[src/rtl/axi_lite_to_reg.sv]
// AXI-Lite slave to single-beat register bus bridge, one access in flight.
// Ports: clk_i/rst_i, AXI-Lite AW/W/B/AR/R (in_*), register bus (reg_*).
// Optional build macro AXI_LITE_TO_REG_TIMEOUT_EN adds a REQ wait limit.
module axi_lite_to_reg #(
  parameter int unsigned AXI_ADDR_WIDTH = 32,
  parameter int unsigned AXI_DATA_WIDTH = 32,
  parameter int unsigned AXI_STRB_WIDTH = AXI_DATA_WIDTH/8,
  parameter int unsigned TIMEOUT_CYCLES = 256
) (
  input  logic                      clk_i,
  input  logic                      rst_i,
  input  logic [AXI_ADDR_WIDTH-1:0] in_aw_addr,
  input  logic                      in_aw_valid,
  output logic                      in_aw_ready,
  input  logic [AXI_DATA_WIDTH-1:0] in_w_data,
  input  logic [AXI_STRB_WIDTH-1:0] in_w_strb,
  input  logic                      in_w_valid,
  output logic                      in_w_ready,
  output logic [1:0]                in_b_resp,
  output logic                      in_b_valid,
  input  logic                      in_b_ready,
  input  logic [AXI_ADDR_WIDTH-1:0] in_ar_addr,
  input  logic                      in_ar_valid,
  output logic                      in_ar_ready,
  output logic [AXI_DATA_WIDTH-1:0] in_r_data,
  output logic [1:0]                in_r_resp,
  output logic                      in_r_valid,
  input  logic                      in_r_ready,
  output logic                      reg_req_o,
  output logic                      reg_write_o,
  output logic [AXI_ADDR_WIDTH-1:0] reg_addr_o,
  output logic [AXI_DATA_WIDTH-1:0] reg_wdata_o,
  output logic [AXI_STRB_WIDTH-1:0] reg_wstrb_o,
  input  logic                      reg_ready_i,
  input  logic [AXI_DATA_WIDTH-1:0] reg_rdata_i,
  input  logic                      reg_error_i
);

  typedef enum logic [1:0] {
    IDLE, REQ, BRESP, RRESP
  } state_e;

  state_e state_q, state_d;

  // 0: write wins a tie, 1: read wins
  logic prio_q, prio_d;

  logic                      req_q, req_d;
  logic                      wr_q, wr_d;
  logic [AXI_ADDR_WIDTH-1:0] addr_q, addr_d;
  logic [AXI_DATA_WIDTH-1:0] wdata_q, wdata_d;
  logic [AXI_STRB_WIDTH-1:0] wstrb_q, wstrb_d;
  logic                      bvalid_q, bvalid_d;
  logic [1:0]                bresp_q, bresp_d;
  logic                      rvalid_q, rvalid_d;
  logic [1:0]                rresp_q, rresp_d;
  logic [AXI_DATA_WIDTH-1:0] rdata_q, rdata_d;

  logic idle, wr_elig, rd_elig;
  logic grant_w, grant_r;
  logic tmo, done, err;

  assign idle    = (state_q == IDLE);
  assign wr_elig = in_aw_valid & in_w_valid;
  assign rd_elig = in_ar_valid;
  assign grant_w = idle & wr_elig & (~rd_elig | ~prio_q);
  assign grant_r = idle & rd_elig & (~wr_elig | prio_q);

  assign in_aw_ready = grant_w;
  assign in_w_ready  = grant_w;
  assign in_ar_ready = grant_r;

`ifdef AXI_LITE_TO_REG_TIMEOUT_EN
  localparam int unsigned CW = $clog2(TIMEOUT_CYCLES);
  logic [CW-1:0] cnt_q, cnt_d;

  // Expiry acts like a completion carrying an error.
  assign tmo = (state_q == REQ) & ~reg_ready_i
             & (cnt_q == CW'(TIMEOUT_CYCLES - 1));

  always_comb begin
    cnt_d = cnt_q;
    if (grant_w | grant_r) begin
      cnt_d = '0;
    end else if ((state_q == REQ) & ~reg_ready_i & ~tmo) begin
      cnt_d = cnt_q + 1'b1;
    end
  end

  always_ff @(posedge clk_i or posedge rst_i) begin
    if (rst_i) cnt_q <= '0;
    else       cnt_q <= cnt_d;
  end
`else
  logic unused_tmo;
  assign unused_tmo = (TIMEOUT_CYCLES < 2);
  assign tmo = 1'b0;
`endif

  assign done = reg_ready_i | tmo;
  assign err  = reg_error_i | tmo;

  always_comb begin
    state_d  = state_q;
    prio_d   = prio_q;
    req_d    = req_q;
    wr_d     = wr_q;
    addr_d   = addr_q;
    wdata_d  = wdata_q;
    wstrb_d  = wstrb_q;
    bvalid_d = bvalid_q;
    bresp_d  = bresp_q;
    rvalid_d = rvalid_q;
    rresp_d  = rresp_q;
    rdata_d  = rdata_q;
    unique case (state_q)
      IDLE: begin
        if (grant_w) begin
          state_d = REQ;
          prio_d  = ~prio_q;
          req_d   = 1'b1;
          wr_d    = 1'b1;
          addr_d  = in_aw_addr;
          wdata_d = in_w_data;
          wstrb_d = in_w_strb;
        end else if (grant_r) begin
          state_d = REQ;
          prio_d  = ~prio_q;
          req_d   = 1'b1;
          wr_d    = 1'b0;
          addr_d  = in_ar_addr;
        end
      end
      REQ: begin
        if (done) begin
          req_d = 1'b0;
          if (wr_q) begin
            state_d  = BRESP;
            bvalid_d = 1'b1;
            bresp_d  = err ? 2'b10 : 2'b00;
          end else begin
            state_d  = RRESP;
            rvalid_d = 1'b1;
            rresp_d  = err ? 2'b10 : 2'b00;
            rdata_d  = tmo ? '0 : reg_rdata_i;
          end
        end
      end
      BRESP: begin
        if (in_b_ready) begin
          state_d  = IDLE;
          bvalid_d = 1'b0;
        end
      end
      RRESP: begin
        if (in_r_ready) begin
          state_d  = IDLE;
          rvalid_d = 1'b0;
        end
      end
      default: state_d = IDLE;
    endcase
  end

  always_ff @(posedge clk_i or posedge rst_i) begin
    if (rst_i) begin
      state_q  <= IDLE;
      prio_q   <= 1'b0;
      req_q    <= 1'b0;
      wr_q     <= 1'b0;
      addr_q   <= '0;
      wdata_q  <= '0;
      wstrb_q  <= '0;
      bvalid_q <= 1'b0;
      bresp_q  <= 2'b00;
      rvalid_q <= 1'b0;
      rresp_q  <= 2'b00;
      rdata_q  <= '0;
    end else begin
      state_q  <= state_d;
      prio_q   <= prio_d;
      req_q    <= req_d;
      wr_q     <= wr_d;
      addr_q   <= addr_d;
      wdata_q  <= wdata_d;
      wstrb_q  <= wstrb_d;
      bvalid_q <= bvalid_d;
      bresp_q  <= bresp_d;
      rvalid_q <= rvalid_d;
      rresp_q  <= rresp_d;
      rdata_q  <= rdata_d;
    end
  end

  assign reg_req_o   = req_q;
  assign reg_write_o = wr_q;
  assign reg_addr_o  = addr_q;
  assign reg_wdata_o = wdata_q;
  assign reg_wstrb_o = wstrb_q;
  assign in_b_valid  = bvalid_q;
  assign in_b_resp   = bresp_q;
  assign in_r_valid  = rvalid_q;
  assign in_r_resp   = rresp_q;
  assign in_r_data   = rdata_q;

endmodule

[config.mk]
export PLATFORM = sky130hd
export DESIGN_NAME = axi_lite_to_reg
export DESIGN_NICKNAME = d
export VERILOG_FILES = /design/src/rtl/axi_lite_to_reg.sv
export SDC_FILE = /design/constraint.sdc
export NUM_CORES = 1
export LEC_CHECK = 0
export BUFFER_PORTS_ARGS = -buffer_cell sky130_fd_sc_hd__buf_2
export CORE_MARGIN = 8
export CORE_UTILIZATION = 40
export CTS_BUF_LIST = sky130_fd_sc_hd__clkbuf_16
export DETAILED_ROUTE_END_ITERATION = 10
export GPL_TIMING_DRIVEN = 0
export PLACE_DENSITY = 0.77
export SYNTH_ARGS = -nofsm -noshare
export SYNTH_HDL_FRONTEND = slang
export SYNTH_SLANG_ARGS = --single-unit
[constraint.sdc]
create_clock -name clk_i -period 3.56 [get_ports clk_i]
set_input_delay 0.712 -clock clk_i [delete_from_list [all_inputs] [get_ports clk_i]]
set_output_delay 0.712 -clock clk_i [all_outputs]
set_load 0.02 [all_outputs]
-- Word-level counts from Yosys, hierarchy flattened
Index checks and enable logic that the tools add are counted.
- register bits: 111
- input port bits: 141
- output and inout bits: 111
- equal/unequal tests: 9
- muxes and demuxes: 26
- bitwise gates (word level): 11
- reductions and logical operators: 13
- operators by type and width (kind ; count):
    $mux 32 ; 2
    $mux 1 ; 14
    $mux 2 ; 6
    $reduce_and 4->1 ; 3
    $ne 2x2->1 const B ; 5
    $reduce_and 3->1 ; 3
    $pmux 2 s4 ; 1
    $reduce_bool 2->1 ; 4
    $pmux 1 s2 ; 3
    $and 1x1->1 ; 5
    $eq 2x2->1 const B ; 2
    $not 1->1 ; 4
    $reduce_and 2->1 ; 2
    $ne 3x3->1 const B ; 1
    $eq 2x1->1 const B ; 1
    $logic_not 2->1 ; 1
    $or 1x1->1 ; 2

-- Logic depth before layout (Yosys ltp)
Gate-level depths: netlist of the first run.
- depth in word-level cells: 7
- depth in mapped cells: 7

-- Least setup slack after synthesis of the first run
No wires, ideal clock.
- path type: input to output
- from: input port in_w_valid
- to: output port in_w_ready
- arrival time: 1581 ps
- setup slack: 1267 ps
- cell stages on the path: 5
- buffers on the path: 3
- path through: nand4bb_1 > buf_2 > nor2_4 > buf_2 > buf_4
- longest elaborated chain between the ends: 3
- ends and longest elaborated chain (what ; RTL line ; RTL):
    start, declared ; 17 ; input logic in_w_valid,
    $and 1x1->1 ; 64 ; assign wr_elig = in_aw_valid & in_w_valid;
    $and 1x1->1 (2 in series) ; 66 ; assign grant_w = idle & wr_elig & (~rd_elig | ~prio_q);
    end, declared ; 18 ; output logic in_w_ready,
No other way between the ends.

-- Final worst setup path of the first run
- from: register state_q[1]
- to: output port in_w_ready
- longest elaborated chain between the ends: 3
- ends and longest elaborated chain (what ; RTL line ; RTL):
    start, declared ; 43 ; state_e state_q, state_d;
    start signal, assigned ; 180 ; state_q <= state_d;
    $logic_not 2->1 ; 63 ; assign idle = (state_q == IDLE);
    $and 1x1->1 (2 in series) ; 66 ;
No other way between the ends.

==> flow_metrics.py, run 1 <==
metrics = {
    "floorplanning": {
        "die_area_sq_um": 14800,
        "die_x_um": 122,
        "core-area_sq_um": 10900,
        "die_h_um": 122,
        "initial_core_util_pct": 41.0,
        "num_rows": 38,
        "ioPinCount": 252,
    },
    "global_routing": {
        "grt_overflow": 0,
        "grt_max_degree": 44,
        "track_usage_pct": 17.7,
        "antenna_found_initial": 0,
        "grt_pass1_wl_um": 21000,
        "grt_pass1_vias": 4187,
    },
    "critical_path": {
        "path_delay_family": "buffers and inverters",
        "timing.critical_path.buf_inv": 5,
        "reg2reg_depth": 6,
        "path_common_cell": "buf_2",
        "crit_required_ps": 2850,
        "slowest_delay_ps": 380,
        "critical-path-slowest-cell": "dfrtp_1",
        "cp-end-kind": "output port",
        "critPathLaunchType": "register",
        "critPathKind": "reg -> out",
        "worstPathCellList": "buf_6, nand4bb_1, buf_2, nor2_4, buf_2, buf_4, buf_2",
        "cp_num_cells": 7,
        "path_max_fanout": 11,
        "cp.arrival_ps": 2090,
    },
    "layout": {
        "num_antenna_cells": 0,
        "final_nets": 720,
        "multi_input_area_sq_um": 1570,
        "design_area_sq_um": 6210,
        "fill_cells": 923,
        "fin_cells": 723,
        "layout-drive-gt1-share_pct": 59.2,
        "layout.area.seq_sq_um": 2730,
        "syn2layout_area_growth_pct": 39.0,
    },
    "clocking": {
        "hold_buffers": 0,
        "cts_setup_buffers": 0,
        "path_clk_slew_ps": 70,
        "clock_sinks": 109,
        "clockBufferDepth": 2,
        "clock_latency_ps": 340,
        "cts_resized": 0,
        "cts_made_buffers": 9,
        "ctsRootBufferMaster": "clkbuf_16",
        "cts_tree": "built",
        "htreeDepth": 3,
    },
    "detailed_routing": {
        "firstDrtPassIters": 4,
        "vias_per_cell": 5.10,
        "drc": 0,
        "drt-initial-drc-count": 164,
        "ant_nets": 0,
        "wirelength_um": 13100,
        "vias": 3688,
        "wl_per_cell_um": 18.1,
    },
    "synthesis": {
        "synthTopCellsByArea": "dfrtp_1 (61%), mux2_2 (16%), a221o_1 (5.8%)",
        "synth_cells": 316,
        "avgSynthCellArea_sq_um": 14.1,
        "synth_top_area_share_pct": 61.0,
        "ys.flop_type": "dfrtp_1",
        "synth.most_common_cell": "dfrtp_1",
        "ys_seq_area_share_pct": 61.0,
        "synth-seq-cells": 109,
        "synth_commonest_cells": "dfrtp_1 (109), mux2_2 (64), a21boi_0 (26), a221o_1 (26), buf_2 (10)",
        "synthArstFlopShare_pct": 100,
        "syn_area_sq_um": 4470,
        "yosysUniqueCellTypes": 27,
        "yosys.area.top_type": "dfrtp_1",
        "synth_warnings": 0,
        "synth_edf_count": 0,
    },
    "run": {
        "maxCapViolations": 0,
    },
    "sta": {
        "rsz0062_at_grt": "false",
        "finalCriticalPeriod_ps": 2800,
        "hold_viol": 0,
        "worst_slew_pin_slew_ps": 917,
        "skew_ps": 4.92,
        "hold_ws_ps": 472,
        "period_share_pct": 78.7,
        "setup_violations": 0,
        "max-slew-margin-rel_pct": 38.1,
        "fin_setup_tns_ps": 0,
        "slew_violations": 0,
        "fmax_mhz": 357,
    },
    "min_path": {
        "hold_path.class": "reg -> reg",
        "min_path_cells": 1,
    },
    "power": {
        "cellPowerDensity_nw_per_um2": 960,
        "p_clk_share_pct": 15.7,
        "intPower_mw": 3.58,
        "switching_share_pct": 39.9,
        "total_leakage_power_nw": 3.11,
        "ir_drop_v": 0.000498,
        "p_seq_share_pct": 36.6,
        "switching_power_mw": 2.38,
        "power.total_mw": 5.96,
        "p_comb_share_pct": 47.7,
    },
    "placement": {
        "gp_congestion": 0.808,
        "place_area_sq_um": 5940,
        "portBuffers": 249,
        "post-place-cells": 708,
        "dp_hpwl_um": 10700,
    },
    "status": {
        "status": "finished, final reports clean",
    },
}
[power groups by stage]
stage | combinational [mW] | sequential (mW) | clock [mW]
after CTS | 2.89 | 2.19 | 0.969
after floorplan | 1.09 | 2.94 | 0
after global routing | 3.06 | 2.26 | 1.02
after detailed placement | 2.88 | 2.20 | 0
final | 2.84 | 2.18 | 0.937
after global placement | 2.81 | 2.16 | 0
[per-layer routing]
metal / up-vias / share of wire [%] / GRT usage, %
met4: 0 / 2.5 / 8.33
li1: 1692 / - / -
met2: 164 / 51 / 29.7
met5: - / 0 / 0
met1: 1806 / 37 / 19.7
met3: 26 / 9.7 / 6.25
[registers in the layout (all words and copies together) (netlist names)]
signal	flops
in_b_resp	1
in_b_valid	1
in_r_data	32
in_r_resp	1
in_r_valid	1
prio_q	1
reg_addr_o	32
reg_req_o	1
reg_wdata_o	32
reg_write_o	1
reg_wstrb_o	4
state_q	2
[path summary, 6_finish.rpt]
kind	to	start	slack [ps]
worst max register to register	reg_wdata_o[16]$_DFFE_PP0P_	state_q[1]$_DFFE_PP0P_	1580
min in group asynchronous	reg_wdata_o[20]$_DFFE_PP0P_	rst_i	530
worst min-delay path	prio_q$_DFFE_PP0P_	prio_q$_DFFE_PP0P_	470
worst max-delay path	in_w_ready	state_q[1]$_DFFE_PP0P_	760
worst min register to register	prio_q$_DFFE_PP0P_	prio_q$_DFFE_PP0P_	470
max in group asynchronous	reg_addr_o[18]$_DFFE_PP0P_	rst_i	2350
[cell usage in the layout, fill, tap and decap left out]
master / Yosys / final
buf_2: 10 / 259
conb_1: 1 / 2
nand3b_1: 7 / 7
mux2_2: 64 / 64
o211ai_1: 2 / 2
clkbuf_1: 8 / 8
o21ai_0: 8 / 8
a31oi_1: 8 / 8
and2_0: 2 / 2
bufinv_16: 0 / 1
nor2_1: 3 / 3
buf_6: 5 / 5
inv_1: 4 / 6
clkinvlp_4: 0 / 1
a221o_1: 26 / 26
xnor2_1: 1 / 1
buf_4: 3 / 3
nand2_1: 9 / 9
a21oi_1: 7 / 7
a21o_1: 1 / 1
a21boi_0: 26 / 26
o22ai_1: 1 / 1
o211a_1: 1 / 1
mux2_1: 5 / 5
nor2_4: 1 / 1
dfrtp_1: 109 / 109
clkbuf_16: 0 / 9
nor4bb_1: 1 / 1
buf_12: 0 / 2
o31ai_1: 2 / 2
nand4bb_1: 1 / 1
clkinv_1: 0 / 2
[through the flow]
step           util [%]  setup WS (ps)
2_1_floorplan         -           1270
4_1_cts            57.0            699
3_3_place_gp       54.2            892
6_report           57.0            757
5_1_grt            57.0            594
3_5_place_dp       54.5            837
[cell families after synthesis]
kind of cell	after synthesis	synth area share, %
XOR/XNOR	1	0.196
AND/OR/NAND/NOR	24	3.19
AO/OA/AOI/OAI	82	14.2
flip-flops	109	61.0
multiplexers	69	17.4
other	1	0.0839
buffers and inverters	30	3.89
[area by class of cell]
| class | instances | share of cell area [%] |
|---|---|---|
| Buffer | 26 | 2.56 |
| Inverter | 4 | 0.302 |
| Multi-Input combinational cell | 178 | 25.3 |
| Tap cell | 140 | 2.82 |
| Clock inverter | 6 | 0.786 |
| Timing Repair Buffer | 251 | 20.7 |
| Clock buffer | 9 | 3.63 |
| Sequential cell | 109 | 43.9 |
[worst register-to-register path, stage by stage (launching register included)]
cell and delay [ps]:
dfrtp_1 380, buf_6 140, nand4bb_1 180, buf_2 190, nor2_4 290, buf_2 310, mux2_2 370
Note: power is estimated with default switching activity, not from simulation.
==> run 2: changes to the inputs <==
Settings changed: CORE_UTILIZATION 40 to 44, PLACE_DENSITY 0.77 to 0.8.
Clock period 3.56 ns to 2.8 ns, I/O delays scaled along.
==> flow_metrics.py, run 2 (same netlist as run 1, synthesis figures left out) <==
metrics = {
    "sta": {
        "max-slew-margin-rel_pct": 40.4,
        "rsz0062_at_grt": "false",
        "fin_setup_tns_ps": 0,
        "finalCriticalPeriod_ps": 2630,
        "fmax_mhz": 380,
        "worst_slew_pin_slew_ps": 883,
        "hold_viol": 0,
        "slew_violations": 0,
        "skew_ps": 14.4,
        "setup_violations": 0,
        "period_share_pct": 94.1,
    },
    "detailed_routing": {
        "drt-initial-drc-count": 247,
        "vias": 3660,
        "wirelength_um": 13400,
        "firstDrtPassIters": 4,
        "drc": 0,
        "vias_per_cell": 5.10,
        "ant_nets": 0,
        "wl_per_cell_um": 18.6,
    },
    "critical_path": {
        "cp.arrival_ps": 2070,
        "critPathKind": "reg -> out",
        "cp-end-kind": "output port",
        "crit_required_ps": 2240,
        "path_max_fanout": 11,
        "critPathLaunchType": "register",
    },
    "power": {
        "total_leakage_power_nw": 3.11,
        "ir_drop_v": 0.000656,
        "cellPowerDensity_nw_per_um2": 1230,
    },
    "placement": {
        "gp_congestion": 0.813,
        "portBuffers": 249,
        "place_area_sq_um": 5930,
        "dp_hpwl_um": 10700,
    },
    "global_routing": {
        "grt_pass1_wl_um": 20400,
        "antenna_found_initial": 0,
        "grt_pass1_vias": 4154,
        "grt_max_degree": 45,
        "track_usage_pct": 19.1,
        "grt_overflow": 0,
    },
    "floorplanning": {
        "die_x_um": 117,
        "die_area_sq_um": 13600,
        "num_rows": 36,
        "core-area_sq_um": 9820,
        "die_h_um": 117,
        "ioPinCount": 252,
        "initial_core_util_pct": 45.5,
    },
    "clocking": {
        "cts_setup_buffers": 0,
        "clock_sinks": 109,
        "ctsRootBufferMaster": "clkbuf_16",
        "cts_tree": "built",
        "htreeDepth": 3,
        "clockBufferDepth": 2,
        "hold_buffers": 0,
        "cts_made_buffers": 9,
        "clock_latency_ps": 330,
        "path_clk_slew_ps": 80,
        "cts_resized": 0,
    },
    "layout": {
        "mostFrequentLayoutCell": "buf_2",
        "design_area_sq_um": 6230,
        "final_cell_mix": "buf_2 (259), dfrtp_1 (109), mux2_2 (64), a21boi_0 (26), a221o_1 (26)",
        "syn2layout_area_growth_pct": 39.4,
        "final_nets": 720,
        "layout-drive-gt1-share_pct": 59.8,
    },
    "status": {
        "status": "finished, final reports clean",
    },
    "run": {
        "maxCapViolations": 0,
    },
    "min_path": {
        "hold_path.class": "in -> async",
    },
}
## run 2: worst paths after layout
kind                                         from                           to  slack [ps]  cells after the start
min in group clk_i                     in_b_ready       state_q[1]$_DFFE_PP0P_         420                      2
setup reg to reg           state_q[1]$_DFFE_PP0P_  reg_wdata_o[27]$_DFFE_PP0P_         830                      6
hold reg to reg                prio_q$_DFFE_PP0P_           prio_q$_DFFE_PP0P_         490                      1
hold / removal                              rst_i   reg_wdata_o[1]$_DFFE_PP0P_         370                      2
setup / recovery           state_q[1]$_DFFE_PP0P_                   in_w_ready         170                      7
max in group asynchronous                   rst_i   reg_addr_o[17]$_DFFE_PP0P_        1760                      3
## run 2: cell type report
cell class                 count  area, sq um
antenna                        1         2.50
buffer                        26          159
clock buffer                   9          225
clock inverter                 7         72.6
fill                         815         3590
inverter                       4         18.8
multi-input combinational    178         1570
sequential                   109         2730
tap                          133          166
timing repair buffer         251         1290
## run 2: power breakdown
group	total (mW)	switching, mW	internal (mW)
registers	2.77	0.391	2.37
clock network	1.27	0.571	0.698
logic	3.63	2.12	1.51
total	7.67	3.08	4.58
## run 2: metal layers
| metal | routed length [um] | GRT usage [%] |
|---|---|---|
| met2 | 7050 | 34.3 |
| met3 | 1320 | 5.80 |
| met1 | 4700 | 20.9 |
| met4 | 279 | 6.91 |
| met5 | 0 | 0 |
## run 2: per-stage QoR
step,cells,utilization [%],hold slack (ps),setup WS (ps),total power [mW]
3_3_place_gp,699,60.0,457,299,6.31
6_report,718,63.4,367,166,7.67
3_5_place_dp,701,60.4,474,400,6.47
5_1_grt,717,63.4,424,12.1,8.11
2_1_floorplan,317,-,440,810,5.12
4_1_cts,717,63.4,378,127,7.76
## run 2: critical path, cell delays in order (launching register included)
cell,delay [ps]
dfrtp_1,370
buf_6,140
nand4bb_1,170
buf_2,190
nor2_4,290
buf_2,290
buf_4,140
buf_2,150
==> run 3: changes to the inputs <==
Settings changed: PLACE_DENSITY 0.8 to 0.81, RECOVER_POWER set to 100.
==> flow_metrics.py, run 3 (same netlist as run 1, synthesis figures left out) <==
metrics = {
    "clocking": {
        "cts_resized": 0,
        "clockBufferDepth": 2,
        "path_clk_slew_ps": 70,
        "ctsRootBufferMaster": "clkbuf_16",
        "hold_buffers": 0,
        "clock_latency_ps": 340,
        "clock_sinks": 109,
        "cts_setup_buffers": 0,
        "cts_tree": "built",
        "htreeDepth": 3,
        "cts_made_buffers": 9,
    },
    "min_path": {
        "min_from": "in_b_ready",
        "min_to": "state_q[1]$_DFFE_PP0P_",
        "min_path_cells": 2,
        "hold_path.class": "in -> reg",
    },
    "sta": {
        "max-slew-margin-rel_pct": 16.0,
        "slew_violations": 0,
        "worst_slew_pin_slew_ps": 1250,
        "skew_ps": 8.84,
        "rsz0062_at_grt": "false",
        "setup_violations": 0,
        "hold_viol": 0,
        "fin_ws_ps": 121,
        "fin_setup_tns_ps": 0,
        "fmax_mhz": 373,
        "finalCriticalPeriod_ps": 2680,
        "hold_ws_ps": 405,
        "period_share_pct": 95.7,
    },
    "critical_path": {
        "critPathKind": "reg -> out",
        "slowest_delay_ps": 380,
        "critical-path-slowest-cell": "dfrtp_1",
        "cp-end-kind": "output port",
        "path_common_cell": "buf_2",
        "critPathLaunchType": "register",
        "ff2ff_setup_slack_ps": 620,
        "crit_required_ps": 2240,
        "path_max_fanout": 11,
        "r2r-start": "state_q[1]$_DFFE_PP0P_",
        "cp.arrival_ps": 2120,
        "regToRegEndpoint": "reg_wdata_o[15]$_DFFE_PP0P_",
        "reg2reg_depth": 6,
        "worstPathCellList": "buf_6, nand4bb_1, buf_2, nor2_4, buf_2, buf_4, buf_2",
        "timing.critical_path.buf_inv": 5,
        "path_delay_family": "buffers and inverters",
    },
    "layout": {
        "fin_cells": 718,
        "final_core_util_pct": 61.5,
        "syn2layout_area_growth_pct": 35.2,
        "layout-drive-gt1-share_pct": 40.4,
        "mostFrequentLayoutCell": "buf_2",
        "final_cell_mix": "buf_2 (145), clkbuf_1 (122), dfrtp_1 (109), mux2_2 (64)",
        "final_nets": 720,
        "fill_cells": 881,
    },
    "placement": {
        "portBuffers": 249,
        "post-place-cells": 701,
        "pre_cts_slack_ps": 394,
        "dp_hpwl_um": 10900,
        "gp_congestion": 0.842,
    },
    "floorplanning": {
        "initial_core_util_pct": 45.5,
        "die_h_um": 117,
        "die_area_sq_um": 13600,
        "die_x_um": 117,
        "ioPinCount": 252,
        "core-area_sq_um": 9820,
        "num_rows": 36,
    },
    "global_routing": {
        "grt_pass1_wl_um": 20700,
        "grt_util_met1_pct": 21.0,
        "grt_pass1_vias": 4071,
        "grt_overflow": 0,
        "busiest_layer": "met2",
        "grt_max_degree": 45,
        "grt_use_met3_pct": 5.75,
        "antenna_found_initial": 1,
        "grt_use_met2_pct": 35.5,
        "track_usage_pct": 19.6,
    },
    "detailed_routing": {
        "wl_per_cell_um": 19.0,
        "vias": 3668,
        "wirelength_um": 13600,
        "ant_nets": 0,
        "drc": 0,
        "vias_per_cell": 5.11,
        "firstDrtPassIters": 4,
        "drt-initial-drc-count": 154,
    },
    "power": {
        "p_seq_share_pct": 37.6,
        "p_comb_share_pct": 46.0,
        "p_clk_share_pct": 16.3,
        "intPower_mw": 4.27,
        "switching_power_mw": 3.16,
        "total_leakage_power_nw": 2.75,
        "ir_drop_v": 0.000606,
        "switching_share_pct": 42.5,
        "cellPowerDensity_nw_per_um2": 1230,
    },
    "run": {
        "maxCapViolations": 0,
    },
    "status": {
        "status": "finished, final reports clean",
    },
}
==> run 3: final cells by class <==
type	instances	area, sq um	share of cell area, %
repair buffers	251	1120	18.6
multi-input cells	178	1570	26.0
clock buffers	9	225	3.73
clock inverters	7	58.8	0.974
inverters	4	16.3	0.269
diodes	1	2.50	0.0414
well taps	133	166	2.76
plain buffers	26	150	2.49
flip-flops and latches	109	2730	45.2
==> run 3: how the worst max path moves through the flow <==
stage,from,to,cells after the start
after floorplan,state_q[1]$_DFFE_PP0P_,in_w_ready,6
after global routing,state_q[1]$_DFFE_PP0P_,in_w_ready,7
after detailed placement,in_w_valid,in_w_ready,7
after CTS,state_q[1]$_DFFE_PP0P_,in_w_ready,7
final,state_q[1]$_DFFE_PP0P_,in_w_ready,7
after global placement,rst_i,reg_addr_o[23]$_DFFE_PP0P_,2
==> run 3: power by group through the flow <==
stage / Sequential [mW] / Combinational [mW] / Clock (mW)
floorplan: 3.74 / 1.38 / 0
global placement: 2.73 / 3.59 / 0
detailed placement: 2.79 / 3.70 / 0
CTS: 2.78 / 3.70 / 1.25
global route: 2.90 / 3.68 / 1.31
finish: 2.80 / 3.42 / 1.21
==> run 3: through the flow <==
stage	instance area (sq um)	power, mW
floorplan	4480	5.12
global placement	5890	6.33
detailed placement	5930	6.49
CTS	6210	7.73
global route	6040	7.89
finish	6040	7.43
==> run 3: metal layers <==
layer / vias up / part of all wire, %
li1: 1695 / -
met1: 1811 / 36
met2: 145 / 54
met3: 17 / 8.4
met4: 0 / 1.7
met5: - / 0
==> run 3: worst register-to-register path, cell delays in order, from the launching register on <==
cell and delay, ps:
dfrtp_1 380, buf_6 140, nand4bb_1 170, buf_2 190
nor2_4 300, clkbuf_1 470, mux2_2 400
